$ cat src/rtl/arbiter_wrr.sv
// Weighted round-robin arbiter with burst locking.
// A grant covers up to max(weight,1) bursts. A burst ends on a beat carrying
// last and is never interrupted. On release the next requester after the
// current grantee takes over on the same edge. If there is no other requester,
// the arbiter returns to IDLE for one cycle. gnt_o, gnt_id_o and gnt_valid_o
// are registered, so they can drive a mux select directly.
module arbiter_wrr #(
  parameter int N  = 4,
  parameter int WW = 4,
  parameter int IW = $clog2(N)
) (
  input  logic            clk_i,
  input  logic            rst_i,
  input  logic [N-1:0]    req_i,
  input  logic [N-1:0]    last_i,
  input  logic [N*WW-1:0] weight_i,
  input  logic            ready_i,
  output logic [N-1:0]    gnt_o,
  output logic [IW-1:0]   gnt_id_o,
  output logic            gnt_valid_o
);

  typedef enum logic [0:0] {
    ST_IDLE  = 1'b0,
    ST_GRANT = 1'b1
  } state_e;

  state_e        state_q, state_d;
  logic [IW-1:0] ptr_q, ptr_d;
  logic [WW-1:0] cred_q, cred_d;
  logic          inburst_q, inburst_d;
  logic [N-1:0]  gnt_q, gnt_d;
  logic [IW-1:0] gnt_id_q, gnt_id_d;
  logic          gnt_valid_q, gnt_valid_d;

  logic [N-1:0]  cand_s;
  logic          win_found_s;
  logic [IW-1:0] win_idx_s;
  logic          req_g_s;
  logic          last_g_s;
  logic          beat_s;
  logic          release_s;
  logic          take_win_s;
  logic          go_idle_s;

  // One-hot vector with bit idx set.
  function automatic logic [N-1:0] onehot(input logic [IW-1:0] idx);
    logic [N-1:0] r;
    r = '0;
    r[idx] = 1'b1;
    return r;
  endfunction

  // Extra bursts remaining after the first: max(w,1)-1, so a weight of 0 acts as 1.
  function automatic logic [WW-1:0] first_credit(input logic [WW-1:0] w);
    logic [WW-1:0] r;
    if (w == '0) begin
      r = '0;
    end else begin
      r = w - WW'(1);
    end
    return r;
  endfunction

  // The grantee's own request, last flag and beat qualifier.
  always_comb begin
    req_g_s  = req_i[ptr_q];
    last_g_s = last_i[ptr_q];
    beat_s   = (state_q == ST_GRANT) && req_g_s && ready_i && gnt_q[ptr_q];
  end

  // Find the first candidate after ptr_q, wrapping modulo N. While granted, the current grantee is masked off.
  always_comb begin
    win_found_s = 1'b0;
    win_idx_s   = '0;
    if (state_q == ST_GRANT) begin
      cand_s = req_i & ~onehot(ptr_q);
    end else begin
      cand_s = req_i;
    end
    for (int k = 1; k <= N; k++) begin
      if (!win_found_s && cand_s[(int'(ptr_q) + k) % N]) begin
        win_found_s = 1'b1;
        win_idx_s   = IW'((int'(ptr_q) + k) % N);
      end else begin
        win_found_s = win_found_s;
      end
    end
  end

  // Next-state logic: burst tracking, credit use, release and handover.
  always_comb begin
    state_d     = state_q;
    ptr_d       = ptr_q;
    cred_d      = cred_q;
    inburst_d   = inburst_q;
    gnt_d       = gnt_q;
    gnt_id_d    = gnt_id_q;
    release_s   = 1'b0;
    take_win_s  = 1'b0;
    go_idle_s   = 1'b0;

    case (state_q)
      ST_IDLE: begin
        if (win_found_s) begin
          take_win_s = 1'b1;
        end else begin
          go_idle_s = 1'b1;
        end
      end
      ST_GRANT: begin
        if (beat_s && last_g_s) begin
          inburst_d = 1'b0;
          if (cred_q == '0) begin
            release_s = 1'b1;
          end else begin
            cred_d = cred_q - WW'(1);
          end
        end else if (beat_s) begin
          inburst_d = 1'b1;
        end else if (!req_g_s && !inburst_q) begin
          // Withdrawal between bursts gives up the remaining credit.
          release_s = 1'b1;
        end else begin
          // A ready stall, or a withdrawal inside a locked burst, holds the grant.
          inburst_d = inburst_q;
        end
        if (release_s && win_found_s) begin
          take_win_s = 1'b1;
        end else if (release_s) begin
          go_idle_s = 1'b1;
        end else begin
          take_win_s = 1'b0;
        end
      end
      default: begin
        go_idle_s = 1'b1;
      end
    endcase

    if (take_win_s) begin
      state_d   = ST_GRANT;
      ptr_d     = win_idx_s;
      gnt_d     = onehot(win_idx_s);
      gnt_id_d  = win_idx_s;
      cred_d    = first_credit(weight_i[int'(win_idx_s)*WW +: WW]);
      inburst_d = 1'b0;
    end else if (go_idle_s) begin
      state_d   = ST_IDLE;
      gnt_d     = '0;
      gnt_id_d  = '0;
      cred_d    = '0;
      inburst_d = 1'b0;
    end else begin
      state_d = state_q;
    end

    gnt_valid_d = |gnt_d;
  end

  // State and output registers. Reset parks ptr at N-1, so index 0 wins first.
  always_ff @(posedge clk_i or posedge rst_i) begin
    if (rst_i) begin
      state_q     <= ST_IDLE;
      ptr_q       <= IW'(N - 1);
      cred_q      <= '0;
      inburst_q   <= 1'b0;
      gnt_q       <= '0;
      gnt_id_q    <= '0;
      gnt_valid_q <= 1'b0;
    end else begin
      state_q     <= state_d;
      ptr_q       <= ptr_d;
      cred_q      <= cred_d;
      inburst_q   <= inburst_d;
      gnt_q       <= gnt_d;
      gnt_id_q    <= gnt_id_d;
      gnt_valid_q <= gnt_valid_d;
    end
  end

  assign gnt_o       = gnt_q;
  assign gnt_id_o    = gnt_id_q;
  assign gnt_valid_o = gnt_valid_q;

endmodule
$ cat config.mk
export PLATFORM = sky130hd
export DESIGN_NAME = arbiter_wrr
export DESIGN_NICKNAME = d
export VERILOG_FILES = /design/src/rtl/arbiter_wrr.sv
export SDC_FILE = /design/constraint.sdc
export NUM_CORES = 1
export LEC_CHECK = 0
export CORE_ASPECT_RATIO = 1.25
export CORE_MARGIN = 2
export CORE_UTILIZATION = 50
export CTS_CLUSTER_SIZE = 24
export DETAILED_ROUTE_END_ITERATION = 6
export MAX_ROUTING_LAYER = met4
export PLACE_DENSITY = 0.8
export SLEW_MARGIN = 20
export SYNTH_ARGS = -nofsm -noshare
export SYNTH_HDL_FRONTEND = slang
export SYNTH_SLANG_ARGS = --single-unit
$ cat constraint.sdc
create_clock -name clk_i -period 7.3 [get_ports clk_i]
set_input_delay 2.19 -clock clk_i [delete_from_list [all_inputs] [get_ports clk_i]]
set_output_delay 2.19 -clock clk_i [all_outputs]
set_load 0.005 [all_outputs]
==> flow_summary_export.csv, run 1 <==
group,metric,value,unit
floorplanning,start_util,52.7,%
sta,slew_headroom,55.5,%
sta,fin_crit_sh,64.5,%
synthesis,synth_top_area_cell,"dfrtp_1",
min_path,hold_class,"register to register",
setup_path,setup.worst_path.start_class,"input pin",
min_path,hp-start,"gnt_id_o[1]",
clock_network,cts_tree,"done",
synthesis,synth_edf_count,0,
routing,dr.first_iter.drc_count,32,
floorplanning,core,2680,sq um
sta,fin_tns_setup,0,ns
pwr,ir_drop,0.325,mV
global_routing,antenna_found_initial,0,
clock_network,clock_sinks,15,
sta,finalMaxSlewViolations,0,
routing,wl,3040,um
clock_network,clock_path_buffers,2,
synthesis,syn_area,1410,sq um
setup_path,endpoint_kind,"register",
clock_network,ctsResizeCount,0,
setup_path,crit_arrival,4.88,ns
routing,drc,0,
placement,port_buffers,33,
layout,area_growth,23.8,%
sta,setup_slack,2.59,ns
floorplanning,io_pins,34,
clock_network,cts_setup_buffers,0,
global_routing,grt_max_degree,22,
synthesis,synth_common_cells,"dfrtp_1 (13), nand2_1 (13), nor2_1 (12)",
clock_network,clkTransAtPathRegs,0.09,ns
synthesis,synthTopCellsByArea,"dfrtp_1 (23%), mux2i_1 (7.1%), ha_1 (5.3%)",
placement,dp_hpwl,2420,um
synthesis,ys_async_sr_fraction,100,%
setup_path,reg2reg_depth,10,
pwr,p_sw,0.440,mW
global_routing,overflow,0,
synthesis,syn_inst,149,
setup_path,rrSetupSlack,3.59,ns
clock_network,cts-buffers-inserted,3,
synthesis,synth_cell_type_count,50,
routing,wl_per_cell,14.4,um
synthesis,syn_nets,182,
clock_network,cts_root_buf,"clkbuf_4",
synthesis,ys_seq_area_share,26.7,%
pwr,switching_share,46.7,%
pwr,comb_power_share,75.0,%
routing,firstDrtPassIters,4,
synthesis,synth_top_area_share,23.0,%
sta,setup_viol,0,
sta,finalCriticalPeriod,4.71,ns
global_routing,grt_pass1_wl,5040,um
pwr,seq_power_share,19.9,%
pwr,internal-power,0.502,mW
layout,antenna_cells,0,
min_path,min_path_cells,2,
layout,fin_cells,211,
floorplanning,die_x,51.5,um
floorplanning,die_y,63.4,um
run,max-cap-violations,0,
setup_path,crit_required,7.47,ns
status,status,"complete, no violations",
global_routing,grt.total_usage,20.5,%
sta,hold_viol,0,
min_path,min_to,"gnt_id_o[1]",
setup_path,r2r_start,"ptr_q[0]",
placement,pre_cts_slack,2.34,ns
placement,placed_cells,207,
routing,vias,1244,
setup_path,r2r_end,"cred_q[0]",
sta,rsz0062_at_grt,"false",
clock_network,clkLatencyLatePin,0.29,ns
setup_path,crit_type,"input pin to register",
floorplanning,rows,21,
sta,worst_pin_slew,0.667,ns
sta,finalClockSkew,0.00547,ns
routing,ant_nets,0,
synthesis,syn_avg_cell_area,9.48,sq um
clock_network,h-tree-depth,1,
floorplanning,die_area,3270,sq um
synthesis,synth-seq-cells,15,
sta,fmax,0.212,GHz
synthesis,yosys_warnings,0,
pwr,leakagePower,0.767,nW
pwr,clkPwrFrac,5.2,%
layout,drive_above_1_share,14.1,%
synthesis,synthFlopType,"dfrtp_1",
routing,routed_via_density,5.90,
layout,nets,211,
placement,gp_congestion,0.863,
setup_path,cp_max_fo,13,
pwr,total_power,0.941,mW
pwr,power_density,538,nW/um^2
global_routing,grt_pass1_vias,1200,
clock_network,ctsHoldBuffers,0,
power groups by stage:
stage,Sequential (mW),Combinational (mW),Clock (mW)
floorplan,0.152,0.636,0
global placement,0.188,0.684,0
detailed placement,0.189,0.703,0
CTS,0.187,0.708,0.0488
global route,0.195,0.772,0.0542
finish,0.187,0.705,0.0486
cell usage in the layout, fill, tap and decap left out, drive strengths merged, types with 2 or more instances in the layout:
| cell type | n |
|---|---|
| clkdlybuf4s50 | 33 |
| nand2 | 13 |
| dfrtp | 13 |
| nor2 | 12 |
| mux2i | 10 |
| mux2 | 10 |
| inv | 9 |
| o21ai | 8 |
| a21oi | 7 |
| ha | 6 |
| nor3 | 4 |
| nand2b | 4 |
| mux4 | 3 |
| and3 | 3 |
| a21o | 3 |
| a211oi | 3 |
| clkbuf | 3 |
| nor3b | 2 |
| xnor2 | 2 |
| o221ai | 2 |
| nand3 | 2 |
| nor2b | 2 |
| o31ai | 2 |
| dfstp | 2 |
| a221oi | 2 |
registers in the layout, summed over array words and instances (netlist names):
| register | cells |
|---|---|
| inburst_q | 1 |
| cred_q | 4 |
| gnt_valid_o | 1 |
| gnt_id_o | 2 |
| ptr_q | 2 |
| state_q | 1 |
| gnt_o | 4 |
worst max-delay path by stage:
stage	cells after the start	endpoint	slack, ns	startpoint
6_report	9	gnt_valid_o	2.59	req_i[0]
2_1_floorplan	10	cred_q[0]	3.17	req_i[2]
3_3_place_gp	9	gnt_valid_o	2.43	req_i[0]
3_5_place_dp	9	gnt_valid_o	2.34	req_i[0]
4_1_cts	9	gnt_valid_o	2.62	req_i[0]
5_1_grt	9	gnt_valid_o	2.43	req_i[0]
final cells by class:
cell class | instances | area (sq um)
clock buffers | 3 | 22.5
flip-flops and latches | 15 | 378
fillers | 240 | 931
multi-input cells | 116 | 937
clock inverters | 1 | 5.00
well taps | 34 | 42.5
repair buffers | 33 | 330
inverters | 9 | 33.8
worst max-delay path, stage by stage:
cell,delay (ns)
clkdlybuf4s50_1,0.49
mux4_2,0.50
and3_1,0.21
and3_1,0.25
a21oi_2,0.50
nor2_1,0.23
nand2_1,0.17
nand2_1,0.05
or3_1,0.30
layer usage:
metal | global-route usage (%) | wire length (um) | vias up
met5 | - | 0 | -
met4 | 8.22 | 65 | 0
met3 | 1.66 | 168 | 7
met2 | 34.9 | 1550 | 55
met1 | 24.5 | 1250 | 576
li1 | - | - | 606
cells by family (layout without fill, tap and decap cells):
logic type,count (synthesis),in the layout,share of synthesized area (%)
mux,23,23,21.2
compound gates,38,38,21.6
xor+xnor,2,2,1.24
flops,15,15,26.7
fa+ha+maj,6,6,5.31
simple gates,47,47,17.0
buf+inv,18,46,6.91
per-stage QoR:
step / instance area, sq um / utilization, % / hold WS (ns)
4_1_cts: 1750 / 65.3 / 0.501
3_3_place_gp: 1720 / 64.2 / 0.477
5_1_grt: 1750 / 65.3 / 0.554
6_report: 1750 / 65.3 / 0.505
3_5_place_dp: 1720 / 64.2 / 0.479
2_1_floorplan: 1410 / - / 0.470
No activity file was read; power rests on OpenSTA's default activity.
==> run 2, diff against run 1 <==
Settings changed: CORE_UTILIZATION 50 to 45, PLACE_DENSITY 0.8 to 0.76.
Clock period 7.3 ns to 4.25 ns, I/O delays scaled along.
==> flow_summary_export.csv, run 2 (synthesis gave the netlist of run 1 again) <==
group,metric,value,unit
status,status,"complete, no violations",
placement,gp_congestion,0.883,
clock_network,clkTransAtPathRegs,0.09,ns
sta,hold_viol,0,
sta,finalMaxSlewViolations,0,
pwr,ir_drop,0.507,mV
layout,final_area,1760,sq um
routing,routed_via_density,5.87,
setup_path,setup.worst_path.start_class,"register",
clock_network,cts_root_buf,"clkbuf_4",
min_path,hold_class,"register to register",
global_routing,antenna_found_initial,0,
clock_network,clock_sinks,15,
placement,placed_cell_area,1730,sq um
setup_path,crit_type,"register to register",
clock_network,h-tree-depth,1,
global_routing,grt_pass1_wl,5360,um
global_routing,grt_pass1_vias,1267,
layout,fin_cells,214,
floorplanning,core,2970,sq um
sta,finalClockSkew,0.000894,ns
floorplanning,die_x,54.1,um
clock_network,ctsHoldBuffers,0,
layout,drive_above_1_share,14.0,%
clock_network,cts_tree,"done",
global_routing,grt.total_usage,20.3,%
sta,fin_tns_setup,0,ns
global_routing,grt_max_degree,22,
placement,port_buffers,33,
sta,slew_headroom,57.4,%
routing,ant_nets,0,
sta,fin_crit_sh,87.0,%
floorplanning,die_y,66.6,um
placement,placed_cells,210,
floorplanning,die_area,3610,sq um
placement,dp_hpwl,2470,um
pwr,power_density,923,nW/um^2
run,max-cap-violations,0,
floorplanning,rows,22,
routing,vias,1257,
floorplanning,io_pins,34,
routing,wl_per_cell,14.6,um
sta,fmax,0.271,GHz
routing,dr.first_iter.drc_count,20,
clock_network,cts-buffers-inserted,3,
setup_path,crit_arrival,3.88,ns
clock_network,clkLatencyLatePin,0.28,ns
routing,wl,3130,um
sta,worst_pin_slew,0.639,ns
sta,rsz0062_at_grt,"false",
clock_network,cts_setup_buffers,0,
layout,layout_common_cells,"clkdlybuf4s50_1 (33), nand2_1 (13), dfrtp_1 (13), nor2_1 (12), mux2i_1 (10)",
routing,firstDrtPassIters,5,
setup_path,crit_required,4.43,ns
setup_path,endpoint_kind,"register",
layout,area_growth,24.4,%
routing,drc,0,
setup_path,cp_max_fo,21,
sta,finalCriticalPeriod,3.70,ns
clock_network,clock_path_buffers,2,
pwr,leakagePower,0.769,nW
sta,setup_slack,0.554,ns
layout,layout_commonest_cell,"clkdlybuf4s50_1",
global_routing,overflow,0,
sta,setup_viol,0,
clock_network,ctsResizeCount,0,
layout,nets,212,
layout,antenna_cells,0,
floorplanning,start_util,47.5,%
placement,pre_cts_slack,0.297,ns
## run 2: cell types whose count changed in the layout (fill, tap and decap cells not counted)
| cell | change |
|---|---|
| buf_4 | +1 |
| clkbuf_1 | +1 |
| clkinv_2 | -1 |
## run 2: layout make-up
class / count / area, sq um
inverters: 9 / 33.8
well taps: 36 / 45.0
fillers: 291 / 1210
multi-input cells: 116 / 937
flip-flops and latches: 15 / 378
repair buffers: 34 / 338
clock buffers: 4 / 26.3
## run 2: through the flow
step                power [mW]  util, %  hold slack, ns
detailed placement        1.54     58.2           0.469
CTS                       1.63     59.1           0.492
global route              1.79     59.1           0.515
finish                    1.62     59.1           0.486
global placement          1.50     58.2           0.481
floorplan                 1.35        -           0.470
## run 2: worst paths after layout
path	startpoint	slack [ns]	cells past startpoint	endpoint
max	ptr_q[0]	0.55	11	cred_q[0]
min	gnt_id_o[1]	0.49	2	gnt_id_o[1]
max reg2reg	ptr_q[0]	0.55	11	cred_q[0]
min reg2reg	gnt_id_o[1]	0.49	2	gnt_id_o[1]
max in group asynchronous	rst_i	2.52	2	gnt_o[0]
min in group asynchronous	rst_i	1.35	2	inburst_q
## run 2: routing by layer
layer | global-route usage, % | part of all wire [%] | wire (um)
met5 | - | 0 | 0
met3 | 2.02 | 5.6 | 175
met2 | 34.3 | 50 | 1550
met1 | 23.8 | 43 | 1350
met4 | 9.06 | 1.7 | 53
## run 2: worst max-delay path: stages (launching register included)
cell	delay (ns)
dfstp_2	0.86
inv_1	0.22
ha_1	0.27
mux2_4	0.27
a21oi_2	0.20
a21boi_0	0.23
o22a_1	0.58
mux2i_1	0.18
mux2_4	0.30
nand2b_4	0.15
nand2b_1	0.13
a32o_1	0.21
## run 2: power breakdown
part           internal (mW)  leakage (nW)  switching (mW)  total, mW
logic                  0.611         0.573           0.608       1.22
registers              0.223         0.180          0.0971      0.321
clock network         0.0364        0.0150          0.0474     0.0838
==> run 3, diff against run 2 <==
Settings changed: CORE_UTILIZATION 45 to 46, CTS_BUF_LIST from default to sky130_fd_sc_hd__clkbuf_2 sky130_fd_sc_hd__clkbuf_4 sky130_fd_sc_hd__clkbuf_8, PLACE_DENSITY 0.76 to 0.78.
==> flow_summary_export.csv, run 3 (synthesis gave the netlist of run 1 again) <==
group,metric,value,unit
routing,routed_via_density,5.68,
clock_network,h-tree-depth,1,
layout,fin_cells,214,
clock_network,ctsResizeCount,0,
placement,placed_cells,210,
clock_network,clkTransAtPathRegs,0.10,ns
sta,fmax,0.266,GHz
clock_network,clkLatencyLatePin,0.30,ns
clock_network,clock_sinks,15,
pwr,leakagePower,0.771,nW
global_routing,grt_pass1_vias,1191,
placement,port_buffers,33,
clock_network,cts-buffers-inserted,3,
setup_path,endpoint_kind,"register",
global_routing,antenna_found_initial,0,
sta,slew_headroom,54.0,%
sta,finalCriticalPeriod,3.76,ns
global_routing,grt_pass1_wl,5000,um
layout,layout_commonest_cell,"clkdlybuf4s50_1",
clock_network,clock_path_buffers,2,
sta,worst_pin_slew,0.690,ns
placement,dp_hpwl,2510,um
setup_path,setup.worst_path.start_class,"register",
routing,drc,0,
sta,hold_viol,0,
pwr,internal-power,0.871,mW
floorplanning,io_pins,34,
pwr,switching_share,46.7,%
routing,wl,3140,um
layout,multi_input_area,937,sq um
pwr,comb_power_share,74.9,%
pwr,p_sw,0.762,mW
floorplanning,die_y,66.0,um
layout,drive_above_1_share,14.6,%
status,status,"complete, no violations",
layout,antenna_cells,0,
layout,area_growth,24.5,%
floorplanning,die_area,3530,sq um
pwr,ir_drop,0.487,mV
min_path,min_path_cells,2,
setup_path,crit_arrival,3.99,ns
min_path,hold_class,"register to register",
clock_network,ctsHoldBuffers,0,
sta,finalMaxSlewViolations,0,
routing,ant_nets,0,
pwr,power_density,928,nW/um^2
floorplanning,die_x,53.6,um
sta,hold_slack,0.505,ns
floorplanning,core,2950,sq um
setup_path,crit_type,"register to register",
setup_path,reg2reg_depth,10,
routing,firstDrtPassIters,4,
routing,vias,1215,
routing,wl_per_cell,14.7,um
clock_network,cts_setup_buffers,0,
global_routing,grt_max_degree,22,
routing,dr.first_iter.drc_count,25,
global_routing,grt.total_usage,19.6,%
clock_network,cts_tree,"done",
layout,nets,212,
sta,fin_tns_setup,0,ns
sta,rsz0062_at_grt,"false",
layout,seqCellArea,378,sq um
pwr,clkPwrFrac,5.2,%
layout,fillCellCount,265,
placement,gp_congestion,0.898,
sta,setup_viol,0,
run,max-cap-violations,0,
setup_path,cp_max_fo,21,
global_routing,overflow,0,
sta,finalClockSkew,0.0132,ns
pwr,total_power,1.63,mW
sta,fin_crit_sh,88.6,%
layout,layout_common_cells,"clkdlybuf4s50_1 (33), nand2_1 (13), dfrtp_1 (13), nor2_1 (12), mux2i_1 (10)",
floorplanning,rows,22,
floorplanning,start_util,48.0,%
setup_path,crit_required,4.48,ns
pwr,seq_power_share,19.9,%
clock_network,cts_root_buf,"clkbuf_4",
## run 3: cell types whose count changed in the layout (fill, tap and decap cells not counted), sizes merged
cell,before,now
clkbuf,4,3
clkinv,0,1
## run 3: path summary, 6_finish.rpt
| path | from | to | slack, ns |
|---|---|---|---|
| max in group asynchronous | rst_i | gnt_o[2] | 2.55 |
| worst max-delay path | ptr_q[0] | cred_q[2] | 0.49 |
| min in group asynchronous | rst_i | gnt_valid_o | 1.32 |
| worst min-delay path | gnt_id_o[1] | gnt_id_o[1] | 0.51 |
| worst min register to register | gnt_id_o[1] | gnt_id_o[1] | 0.51 |
| worst max register to register | ptr_q[0] | cred_q[2] | 0.49 |
## run 3: routing by layer
metal | track usage (%) | share of wire, % | vias to the layer above
met4 | 5.77 | 1.0 | 0
met2 | 35.3 | 54 | 28
met3 | 3.39 | 4.0 | 5
met5 | - | 0 | -
met1 | 21.4 | 41 | 578
li1 | - | - | 604
## run 3: area by class of cell
| type | count | share of cell area [%] |
|---|---|---|
| clock inverter | 1 | 0.284 |
| timing repair buffer | 34 | 19.2 |
| tap | 36 | 2.56 |
| sequential | 15 | 21.5 |
| clock buffer | 3 | 1.28 |
| multi-input combinational | 116 | 53.3 |
| inverter | 9 | 1.92 |
## run 3: metrics by stage
step | area [sq um] | utilization (%) | setup slack, ns
floorplan | 1410 | - | 0.901
global placement | 1730 | 58.8 | 0.338
detailed placement | 1730 | 58.8 | 0.240
CTS | 1760 | 59.7 | 0.485
global route | 1760 | 59.7 | 0.249
finish | 1760 | 59.7 | 0.486
## run 3: critical path, stage by stage (launching register included)
cell and delay (ns):
dfstp_2 0.87, inv_1 0.22, ha_1 0.27, mux2_4 0.28, a221oi_2 0.36, o22a_1 0.66, mux2i_1 0.17, mux2_4 0.31
nand2b_1 0.14, o221ai_1 0.21, o31a_1 0.18
## run 3: power by group through the flow
stage / clock (mW) / combinational, mW / sequential, mW
6_report: 0.0847 / 1.22 / 0.324
5_1_grt: 0.0893 / 1.35 / 0.336
4_1_cts: 0.0846 / 1.23 / 0.324
3_5_place_dp: 0 / 1.23 / 0.325
3_3_place_gp: 0 / 1.19 / 0.319
2_1_floorplan: 0 / 1.09 / 0.261
